==> src/rtl/piso_sched_pkg.sv <==
// Shared types and constants for the two-requester PISO transmit scheduler.
package piso_sched_pkg;

   typedef enum logic [1:0] {
      S_IDLE  = 2'd0,
      S_SHIFT = 2'd1,
      S_GAP   = 2'd2
   } state_e;

   localparam logic REQ0 = 1'b0;
   localparam logic REQ1 = 1'b1;

endpackage

==> src/rtl/piso_shifter.sv <==
// Parallel-load, shift-left zero-fill register; presents its MSB as the serial bit.
module piso_shifter #(
   parameter int WIDTH = 4
) (
   input  logic             clk,
   input  logic             rst,
   input  logic             load_i,
   input  logic             shift_i,
   input  logic [WIDTH-1:0] data_i,
   output logic             msb_o
);

   logic [WIDTH-1:0] sreg_q, sreg_d;

   always_comb begin
      sreg_d = sreg_q;
      if (load_i) begin
         sreg_d = data_i;
      end else if (shift_i) begin
         sreg_d = {sreg_q[WIDTH-2:0], 1'b0};
      end
   end

   always_ff @(posedge clk or posedge rst) begin
      if (rst) begin
         sreg_q <= '0;
      end else begin
         sreg_q <= sreg_d;
      end
   end

   assign msb_o = sreg_q[WIDTH-1];

endmodule

==> src/rtl/piso_tx_sched.sv <==
// Round-robin scheduler sharing one PISO shifter between two requesters,
// with framing strobes and a programmable inter-frame gap.
module piso_tx_sched
   import piso_sched_pkg::*;
#(
   parameter int WIDTH = 4,
   parameter int GAP   = 1
) (
   input  logic             clk,
   input  logic             rst,
   input  logic             enable,
   input  logic             req0_valid,
   input  logic [WIDTH-1:0] req0_data,
   output logic             req0_ready,
   input  logic             req1_valid,
   input  logic [WIDTH-1:0] req1_data,
   output logic             req1_ready,
   output logic             serial_out,
   output logic             bit_valid,
   output logic             frame_start,
   output logic             frame_done,
   output logic             grant_id,
   output logic             busy
);

   localparam int CW = (WIDTH > 1) ? $clog2(WIDTH) : 1;
   localparam int GW = (GAP > 0) ? $clog2(GAP + 1) : 1;

   state_e          state_q, state_d;
   logic [CW-1:0]   bit_cnt_q, bit_cnt_d;
   logic [GW-1:0]   gap_cnt_q, gap_cnt_d;
   logic            last_grant_q, last_grant_d;
   logic            grant_id_q, grant_id_d;
   logic            sel0, sel1;
   logic            load, shift, msb;

   // Contention goes to whichever requester did not win last time.
   assign sel1 = req1_valid && (!req0_valid || (last_grant_q == REQ0));
   assign sel0 = req0_valid && !sel1;

   piso_shifter #(.WIDTH(WIDTH)) u_shifter (
      .clk     (clk),
      .rst     (rst),
      .load_i  (load),
      .shift_i (shift),
      .data_i  (req1_ready ? req1_data : req0_data),
      .msb_o   (msb)
   );

   always_comb begin
      state_d      = state_q;
      bit_cnt_d    = bit_cnt_q;
      gap_cnt_d    = gap_cnt_q;
      last_grant_d = last_grant_q;
      grant_id_d   = grant_id_q;
      req0_ready   = 1'b0;
      req1_ready   = 1'b0;
      load         = 1'b0;
      shift        = 1'b0;
      serial_out   = 1'b0;
      bit_valid    = 1'b0;
      frame_start  = 1'b0;
      frame_done   = 1'b0;

      unique case (state_q)
         S_IDLE: begin
            // Ready is masked while reset is held so no output leaks during reset.
            if (enable && !rst) begin
               req0_ready = sel0;
               req1_ready = sel1;
            end
            if (req0_ready || req1_ready) begin
               load         = 1'b1;
               grant_id_d   = req1_ready ? REQ1 : REQ0;
               last_grant_d = req1_ready ? REQ1 : REQ0;
               bit_cnt_d    = CW'(WIDTH - 1);
               state_d      = S_SHIFT;
            end
         end
         S_SHIFT: begin
            bit_valid   = 1'b1;
            serial_out  = msb;
            shift       = 1'b1;
            frame_start = (bit_cnt_q == CW'(WIDTH - 1));
            frame_done  = (bit_cnt_q == '0);
            if (frame_done) begin
               if (GAP > 0) begin
                  gap_cnt_d = GW'(GAP - 1);
                  state_d   = S_GAP;
               end else begin
                  state_d   = S_IDLE;
               end
            end else begin
               bit_cnt_d = bit_cnt_q - CW'(1);
            end
         end
         S_GAP: begin
            if (gap_cnt_q == '0) begin
               state_d = S_IDLE;
            end else begin
               gap_cnt_d = gap_cnt_q - GW'(1);
            end
         end
         default: state_d = S_IDLE;
      endcase
   end

   always_ff @(posedge clk or posedge rst) begin
      if (rst) begin
         state_q      <= S_IDLE;
         bit_cnt_q    <= '0;
         gap_cnt_q    <= '0;
         last_grant_q <= REQ1;
         grant_id_q   <= REQ0;
      end else begin
         state_q      <= state_d;
         bit_cnt_q    <= bit_cnt_d;
         gap_cnt_q    <= gap_cnt_d;
         last_grant_q <= last_grant_d;
         grant_id_q   <= grant_id_d;
      end
   end

   assign grant_id = grant_id_q;
   assign busy     = (state_q != S_IDLE);

endmodule

==> config.mk <==
export PLATFORM = sky130hd
export DESIGN_NAME = piso_tx_sched
export DESIGN_NICKNAME = d
export VERILOG_FILES = /design/src/rtl/piso_sched_pkg.sv /design/src/rtl/piso_shifter.sv /design/src/rtl/piso_tx_sched.sv
export SDC_FILE = /design/constraint.sdc
export NUM_CORES = 1
export LEC_CHECK = 0
export CORE_AREA = 10 10 47 49
export CTS_CLUSTER_DIAMETER = 100
export DETAILED_ROUTE_END_ITERATION = 10
export DIE_AREA = 0 0 57 59
export PLACE_DENSITY_LB_ADDON = 0.12
export SYNTH_ARGS = -nofsm -noshare
export SYNTH_HDL_FRONTEND = slang
export SYNTH_SLANG_ARGS = --single-unit
==> constraint.sdc <==
create_clock -name clk -period 2.25 [get_ports clk]
set_input_delay 0.225 -clock clk [delete_from_list [all_inputs] [get_ports clk]]
set_output_delay 0.225 -clock clk [all_outputs]
set_load 0.1 [all_outputs]
======== After elaboration in Yosys (flattened, before gate mapping) ========
Cells that the tools add are included.
storage, ports and cells
  bits in writable memories ............... 0
  memory bits (read-only) ................. 0
  latch bits .............................. 0
  input port bits ......................... 13
  flip-flop bits (word level) ............. 11
  output and inout port bits .............. 8
  memories ................................ 0
cells by class
  shift operators ......................... 0
  mux-type cells .......................... 26
  $mul .................................... 0
  reductions and logical operators ........ 18
  add/sub/neg operators ................... 2
  bitwise gates (word level) .............. 1
  div/mod/pow operators ................... 0
  $lt $le $gt $ge ......................... 0
  eq/ne operators ......................... 7
operators by type and width
  kind                   number
  $mux W1                15
  $mux W4                3
  $mux W2                5
  $ne A2 B2 Y1 const B   4
  $reduce_bool A2 Y1     4
  $pmux W2 S3            1
  $reduce_and A3 Y1      2
  $eq A2 B2 Y1 const B   2
  $logic_not A2 Y1       2
  $pmux W2 S2            1
  $reduce_and A2 Y1      2
  $logic_and A1 B1 Y1    3
  $logic_not A1 Y1       3
  $eq A2 B1 Y1 const B   1
  $logic_or A1 B1 Y1     2
  $pmux W1 S2            1
  $sub A2 B1 Y2 const B  1
  $not A1 Y1             1
  $sub A1 B1 Y1 const B  1

======== Logic depth before layout (Yosys ltp) ========
Gate-level depths: netlist (run 1).
  depth in word-level cells ............... 11
  gate-level depth with buffers ........... 5
  gate-level depth less buffers ........... 5

======== By module ========
A second synthesis (run 1) with hierarchy kept.
unflattened totals
  cells, all modules ...................... 58
  area total of the unflattened synthesis .. 590.6 um^2
by module, submodules not included
  module         cells each  area each (um^2)  instances  seq. area each (um^2)
  piso_tx_sched  41          415.4             1          151.4
  piso_shifter   17          175.2             1          100.1

======== Worst setup path before layout (run 1) ========
OpenSTA, ideal clock, no wires.
  path type ............................... register to output
  start point ............................. register state_q[1]
  end point ............................... output port frame_done
  setup slack ............................. -0.136 ns
  data arrival time ....................... 2.161 ns
  cell stages (with the launch flop) ...... 4
  cell sequence ........................... dfrtp_1 nand2b_1 inv_1 and2_1
on the way
  word-level cells in the longest chain between the ends .. 2
ends and longest elaborated chain
  item                    RTL line              source
  from (decl)             piso_tx_sched.sv:29   state_e state_q, state_d;
  from (signal assigned)  piso_tx_sched.sv:116  state_q <= state_d;
  $eq A2 B1 Y1            piso_tx_sched.sv:65   unique case (state_q)
  $mux W1                 piso_tx_sched.sv:65
  to (decl)               piso_tx_sched.sv:21   output logic frame_done,
No other way between the ends.

======== Final worst setup path (run 1) ========
  start point ............................. register state_q[1]
  end point ............................... output port req0_ready
on the way
  word-level cells in the longest chain between the ends .. 2
ends and longest elaborated chain
  item              RTL line             source
  $logic_not A2 Y1  piso_tx_sched.sv:65
  $mux W1           piso_tx_sched.sv:65
  to (decl)         piso_tx_sched.sv:14  output logic req0_ready,
No other way between the ends.

==> key figures, run 1 <==
Yosys
  – Post-synth EDFFs: 0
  – Most frequent cell after synthesis: mux2i_1
  – Synthesized net count: 66
  – Synth area leaders: dfrtp_1 (39%), mux2i_1 (21%), dfstp_2 (4.6%)
  – Sequential-to-total area share from yosys stat: 43.8%
  – Synth unique cells: 19
  – Post-Synthesis Cell Area: 574 um^2
  – Mapped Avg Cell Area: 11.3 um^2
  – Ys Warns: 0
  – Post-Synthesis Cells: 51
  – Ys async rst share: 100%
  – Ys flop type: dfrtp_1
  – Yosys top cell area share: between 30 and 40%
  – Synth top cells by count: mux2i_1 (12), dfrtp_1 (9), inv_1 (5)
  – Biggest area consumer among synthesized cells: dfrtp_1
  – Flops & latches, synth: 10

Timing
  – Max Clk Rate: 561 MHz
  – Setup TNS: 0 ns
  – Final setup fails: 0
  – Hold Violations, Final: 0
  – Worst slew pin tran: 0.459 ns
  – Final Slew Violations: 0
  – Rel. slew slack: just under 70%
  – Final Skew: 0.00799 ns
  – Final min period: 1.78 ns
  – RSZ-0062 raised after global routing: false
  – Crit share post-route: 79.3%

Global routing
  – Total GRT Usage: 7.24%
  – Number of global-route vias before repair: 451
  – Pin count of the biggest net entering global routing: 11
  – Grt ovf: 0
  – Initial antenna violation count: 0
  – First-pass GRT wire length: 1940 um

Drt
  – DR pass1 iterations: 2
  – Total wire length: 1170 um
  – Vias/cell: approximately 4.9
  – DRC violations left: 0
  – Routed Antenna Nets: 0
  – Iteration-0 DRC Markers: 1
  – Vias: 452
  – Wire length per cell: 12.7 um

Setup path
  – Crit start category: flip-flop
  – Worst setup EP type: output pin
  – Critical path class: reg -> out
  – Crit. Startpoint: state_q[1]
  – FF-to-FF Start: bit_cnt_q[0]
  – Worst R2R Setup Slack: 0.86 ns
  – Peak fanout along the critical path: 4
  – Crit-path slowest cell: dfrtp_1
  – WP data required: around 2.0 ns
  – R2r endpoint: bit_cnt_q[0]
  – Max incr delay on CP: 0.43 ns
  – Worst Path Arrival: between 1.5 and 2 ns
  – Worst setup path end: req0_ready
  – Reg2reg path depth: 5
  – Worst-path cell chain: nor4b_4, and3_2, buf_12

Clocking
  – Clk Latency, worst-skew pair: about 0.27 ns
  – CTS root buf: clkbuf_4
  – Post CTS Setup Buffer Count: 0
  – CTS clk-pin slew, worst paths: 0.07 ns
  – Post-CTS Resized: 0
  – CTS max path bufs: 2
  – CTS tree: done
  – # H-tree levels: 1
  – Hold Buf Count CTS: 0
  – CTS Sinks: 10
  – TritonCTS Buffers: 3

Pwr
  – VDD IR-drop max: approximately 0.95 mV
  – Lkg Pwr: 0.439 nW
  – PD cells: 1490 nW/um^2

Placed design
  – Port bufs: 20
  – Final Wtd Congestion: 0.705
  – DPL Wire Length: approximately 1000 um

Finish
  – Finished Core Util: 62.4%
  – Nets: 92
  – Share of cells above drive strength 1: a little under a third
  – Layout area overhead: 52.3%
  – Ant diodes: 0

Floorplanning
  – Initial Util: 41.0%
  – I/O pin count: 21
  – Core footprint: approximately 1400 um^2
  – Die ar.: 3360 um^2
  – Die height: 59 um
  – Die width: 57 um
  – Std cell rows: 14

Job
  – Number of max-cap violations: 0

Worst hold path
  – Worst hold path class: in -> async

Outcome
  – Outcome: finished, final reports clean
## final cells by class
type                       instances  area (um^2)
clock buffer                       4         26.3
fill                             135          527
tap                               16         20.0
multi-input combinational         36          308
sequential                        10          251
inverter                           5         18.8
timing repair buffer              21          250
## cell usage in the layout (no fill, tap or decap), drive strengths merged
| cell type | instances |
|---|---|
| clkdlybuf4s50 | 12 |
| dfrtp | 9 |
| clkbuf | 4 |
| a22oi | 1 |
| and3 | 1 |
| nor4b | 1 |
| mux2i | 12 |
| nand2b | 2 |
| a21boi | 1 |
| nor3b | 1 |
| a21oi | 3 |
| ha | 2 |
| or2 | 2 |
| nor2 | 2 |
| buf | 9 |
| nand2 | 2 |
| a31oi | 1 |
| and2 | 5 |
| inv | 5 |
| dfstp | 1 |
## how the worst min path moves through the flow
stage / slack [ns] / to
2_1_floorplan: 0.06 / bit_cnt_q[0]
3_3_place_gp: 0.50 / grant_id
3_5_place_dp: 0.49 / grant_id
4_1_cts: 0.32 / bit_cnt_q[0]
5_1_grt: 0.35 / grant_id
6_report: 0.31 / bit_cnt_q[1]
## stage by stage
stage | hold slack [ns] | instances | cell area (um^2) | worst slack, ns | total power [mW]
4_1_cts | 0.322 | 92 | 875 | 0.459 | 1.32
2_1_floorplan | 0.0645 | 51 | 578 | 0.118 | 0.950
5_1_grt | 0.351 | 92 | 875 | 0.422 | 1.37
3_5_place_dp | 0.490 | 88 | 848 | 0.519 | 1.19
3_3_place_gp | 0.496 | 88 | 848 | 0.538 | 1.18
6_report | 0.311 | 92 | 875 | 0.466 | 1.31
## routing by layer
metal  up-vias  wire [um]  global-route usage (%)
li1        229          -                       -
met1       200        529                    7.43
met2        20        477                    11.0
met3         3        135                    4.08
met4         0         28                    5.03
met5         -          0                       0
## worst max-delay path: cells and delay by family, from the launching register on
family,cells,cell delay (ns)
buffers and inverters,1,0.18
flip-flops,1,0.43
AND/OR/NAND/NOR,2,0.68
## cells by family (layout without fill, tap and decap cells)
kind of cell	Yosys count	in the layout	synth area share, %
buf+inv	5	30	3.27
flops	10	10	43.8
compound gates	6	6	6.97
simple gates	16	16	20.7
mux	12	12	20.9
fa+ha+maj	2	2	4.36
## registers in the layout, summed over array words and instances, names as in the netlist
signal            cells
bit_cnt_q             2
state_q               2
u_shifter.sreg_q      4
last_grant_q          1
grant_id              1
## power breakdown
part	internal [mW]	switching (mW)	total, mW	leakage, nW
registers	0.266	0.0575	0.324	0.122
logic	0.285	0.567	0.852	0.302
clock network	0.0686	0.0616	0.130	0.0150
total	0.620	0.686	1.31	0.439
Power figures use the tool's default switching activity.
==> run 2, diff against run 1 <==
--- a/config.mk
+++ b/config.mk
@@ -5,10 +5,10 @@
 export SDC_FILE = /design/constraint.sdc
 export NUM_CORES = 1
 export LEC_CHECK = 0
-export CORE_AREA = 10 10 47 49
+export CORE_MARGIN = 10
+export CORE_UTILIZATION = 38
 export CTS_CLUSTER_DIAMETER = 100
 export DETAILED_ROUTE_END_ITERATION = 10
-export DIE_AREA = 0 0 57 59
 export PLACE_DENSITY_LB_ADDON = 0.12
 export SYNTH_ARGS = -nofsm -noshare
 export SYNTH_HDL_FRONTEND = slang
==> constraint.sdc (replaced) <==
create_clock -name clk -period 1.45 [get_ports clk]
set_input_delay 0.145 -clock clk [delete_from_list [all_inputs] [get_ports clk]]
set_output_delay 0.145 -clock clk [all_outputs]
set_load 0.1 [all_outputs]
==> run 2 against run 1 <==
Effect of this change: the flow now finishes with violations (negative setup slack); final cell count rose by 6.5%; power increased by 83%; via count grew 7.3%; die area is 3.1% higher; register-to-register slack got worse by 0.83 ns; clock skew barely moved; worst hold slack got worse by 0.063 ns; largest cell class is now buffers; highest routed layer unchanged.
==> key figures, run 2 (synthesis results as in run 1) <==
Drt
  – Total wire length: 1300 um (was 1170 um)
  – DRC violations left: 0 (unchanged)
  – Vias/cell: 4.95 (was 4.91)
  – Wire length per cell: 13.3 um (was 12.7 um)
  – Vias: 485 (was 452)
  – Wire length on met3: 148 um (was 135 um)
  – DR pass1 iterations: 2 (unchanged)
  – Met2 routed WL: 595 um (was 477 um)
  – Top Layer Used: met4 (unchanged)
  – Routed Antenna Nets: 0 (unchanged)
  – Iteration-0 DRC Markers: 1 (unchanged)
  – M1 wire length: 545 um (was 529 um)

Floorplanning
  – Die ar.: 3470 um^2 (was 3360 um^2)
  – I/O pin count: 21 (unchanged)
  – Core footprint: 1370 um^2 (was 1400 um^2)
  – Initial Util: 42.0% (was 41.0%)
  – Die height: 58.9 um (was 59 um)
  – Std cell rows: 13 (was 14)
  – Die width: 58.9 um (was 57 um)

Job
  – Number of max-cap violations: 0 (unchanged)

Global routing
  – Pin count of the biggest net entering global routing: 11 (unchanged)
  – Initial antenna violation count: 0 (unchanged)
  – Number of global-route vias before repair: 554 (was 451)
  – Total GRT Usage: 8.25% (was 7.24%)
  – First-pass GRT wire length: 2300 um (was 1940 um)
  – Grt ovf: 0 (unchanged)

Setup path
  – Crit-path slowest cell: dfrtp_1 (unchanged)
  – FF-to-FF Start: state_q[1] (was bit_cnt_q[0])
  – Worst-path cell chain: nor4b_4, and3_4, buf_12 (was nor4b_4, and3_2, buf_12)
  – Peak fanout along the critical path: 3 (was 4)
  – Worst Path Arrival: 1.43 ns (was 1.56 ns)
  – R2r endpoint: u_shifter.sreg_q[2] (was bit_cnt_q[0])
  – Number of buffers and inverters on the critical path: 1 (unchanged)
  – Delay-heaviest family, CP: simple AND/OR/NAND/NOR gates (unchanged)
  – WP data required: 1.31 ns (was 2.03 ns)
  – Crit start category: flip-flop (unchanged)
  – Worst R2R Setup Slack: 0.03 ns (was 0.86 ns)
  – Worst setup EP type: output pin (unchanged)
  – Max incr delay on CP: 0.41 ns (was 0.43 ns)
  – Reg2reg path depth: 7 (was 5)
  – Critical path class: reg -> out (unchanged)

Placed design
  – DPL Wire Length: 1090 um (was 1010 um)
  – Setup slack at placement: -0.0907 ns (was 0.519 ns)
  – Port bufs: 20 (unchanged)
  – Final Wtd Congestion: 0.685 (was 0.705)
  – Cell Area, Placed: 920 um^2 (was 848 um^2)

Clocking
  – CTS Sinks: 10 (unchanged)
  – CTS tree: done (unchanged)
  – CTS clk-pin slew, worst paths: 0.07 ns (about the same)
  – # H-tree levels: 1 (unchanged)
  – Clk Latency, worst-skew pair: 0.27 ns (about the same)
  – TritonCTS Buffers: 3 (unchanged)
  – CTS max path bufs: 2 (unchanged)
  – Hold Buf Count CTS: 0 (unchanged)
  – CTS root buf: clkbuf_4 (unchanged)

Timing
  – Hold Violations, Final: 0 (unchanged)
  – Final Skew: 0.00749 ns (was 0.00799 ns)
  – Final Slew Violations: 0 (unchanged)
  – Final setup fails: 6 (was 0)
  – Worst slew pin tran: 0.372 ns (was 0.459 ns)
  – Rel. slew slack: 75.2% (was 69.3%)
  – Max Clk Rate: 633 MHz
  – Crit share post-route: 109%
  – Final min period: 1.58 ns
  – Setup ws final: -0.130 ns (was 0.466 ns)
  – Worst hold slack: 0.247 ns (was 0.311 ns)
  – Setup TNS: -0.561 ns (was 0 ns)
  – RSZ-0062 raised after global routing: true (was false)

Pwr
  – Lkg Pwr: 0.483 nW (was 0.439 nW)
  – PD cells: 2410 nW/um^2 (was 1490 nW/um^2)
  – VDD IR-drop max: 1.46 mV (was 0.954 mV)

Finish
  – Nets: 99 (was 92)
  – Max reg flops: 4 (unchanged)
  – Ant diodes: 0 (unchanged)
  – Finished Core Util: 72.3% (was 62.4%)
  – Final instance area: 987 um^2 (was 875 um^2)
  – Leading registers by flop count: u_shifter.sreg_q: 4 flops, bit_cnt_q: 2 flops, state_q: 2 flops (unchanged)
  – Share of cells above drive strength 1: 39.8% (was 30.3%)
  – Layout area overhead: 71.9% (was 52.3%)
  – Top reg by flops: u_shifter.sreg_q (unchanged)
  – Most frequent cells in the layout: mux2i_1 (12), clkdlybuf4s50_1 (12), dfrtp_1 (8), buf_12 (8), buf_4 (8) (was mux2i_1 (12), clkdlybuf4s50_1 (12), dfrtp_1 (9), inv_1 (5), buf_12 (5))

Outcome
  – Failing checks: negative setup slack
  – Outcome: finished, violations left (was finished, final reports clean)

Worst hold path
  – Worst hold path class: in -> async (unchanged)
## run 2: per-layer routing
metal	vias up	GRT usage, %
met3	2	4.51
met2	19	13.2
met1	225	8.59
li1	239	-
met5	-	0
met4	0	3.93
## run 2: power by group
group,switching (mW),internal (mW),total (mW),leakage (nW)
clock,0.0953,0.106,0.202,0.0150
combinational,0.946,0.716,1.66,0.347
sequential,0.104,0.416,0.520,0.121
## run 2: per-stage QoR
stage | instances | power [mW]
global route | 98 | 2.53
global placement | 89 | 2.06
finish | 98 | 2.38
floorplan | 51 | 1.54
detailed placement | 89 | 2.08
CTS | 97 | 2.38
## run 2: final cells by class
class,instances,area [um^2]
multi-input combinational,36,327
tap,15,18.8
sequential,10,253
inverter,5,22.5
fill,107,379
timing repair buffer,28,340
clock buffer,4,26.3
## run 2: worst max-delay path by stage
stage                           from         end  slack, ns  cells past startpoint
after CTS                 state_q[1]  req0_ready      -0.15                      3
final                     state_q[1]  req0_ready      -0.13                      3
after global routing      state_q[1]  req0_ready      -0.20                      3
after floorplan           state_q[1]  frame_done      -0.15                      3
after global placement           rst  req0_ready      -0.08                      4
after detailed placement         rst  req0_ready      -0.09                      4
## run 2: repair_timing
| action | 4_1_cts | 5_1_grt |
|---|---|---|
| pin swaps | 2 | 0 |
| setup buffers | 4 | 1 |
| resized for setup | 2 | 0 |
| setup endpoints to repair | 5 | 6 |
==> run 3, diff against run 2 <==
--- a/config.mk
+++ b/config.mk
@@ -7,8 +7,9 @@
 export LEC_CHECK = 0
 export CORE_MARGIN = 10
 export CORE_UTILIZATION = 38
-export CTS_CLUSTER_DIAMETER = 100
+export CTS_CLUSTER_DIAMETER = 80
 export DETAILED_ROUTE_END_ITERATION = 10
+export HOLD_SLACK_MARGIN = 0.1
 export PLACE_DENSITY_LB_ADDON = 0.12
 export SYNTH_ARGS = -nofsm -noshare
 export SYNTH_HDL_FRONTEND = slang
==> results of run 3 <==
Same layout as run 2: the final DEF is identical, and so are final timing and power.
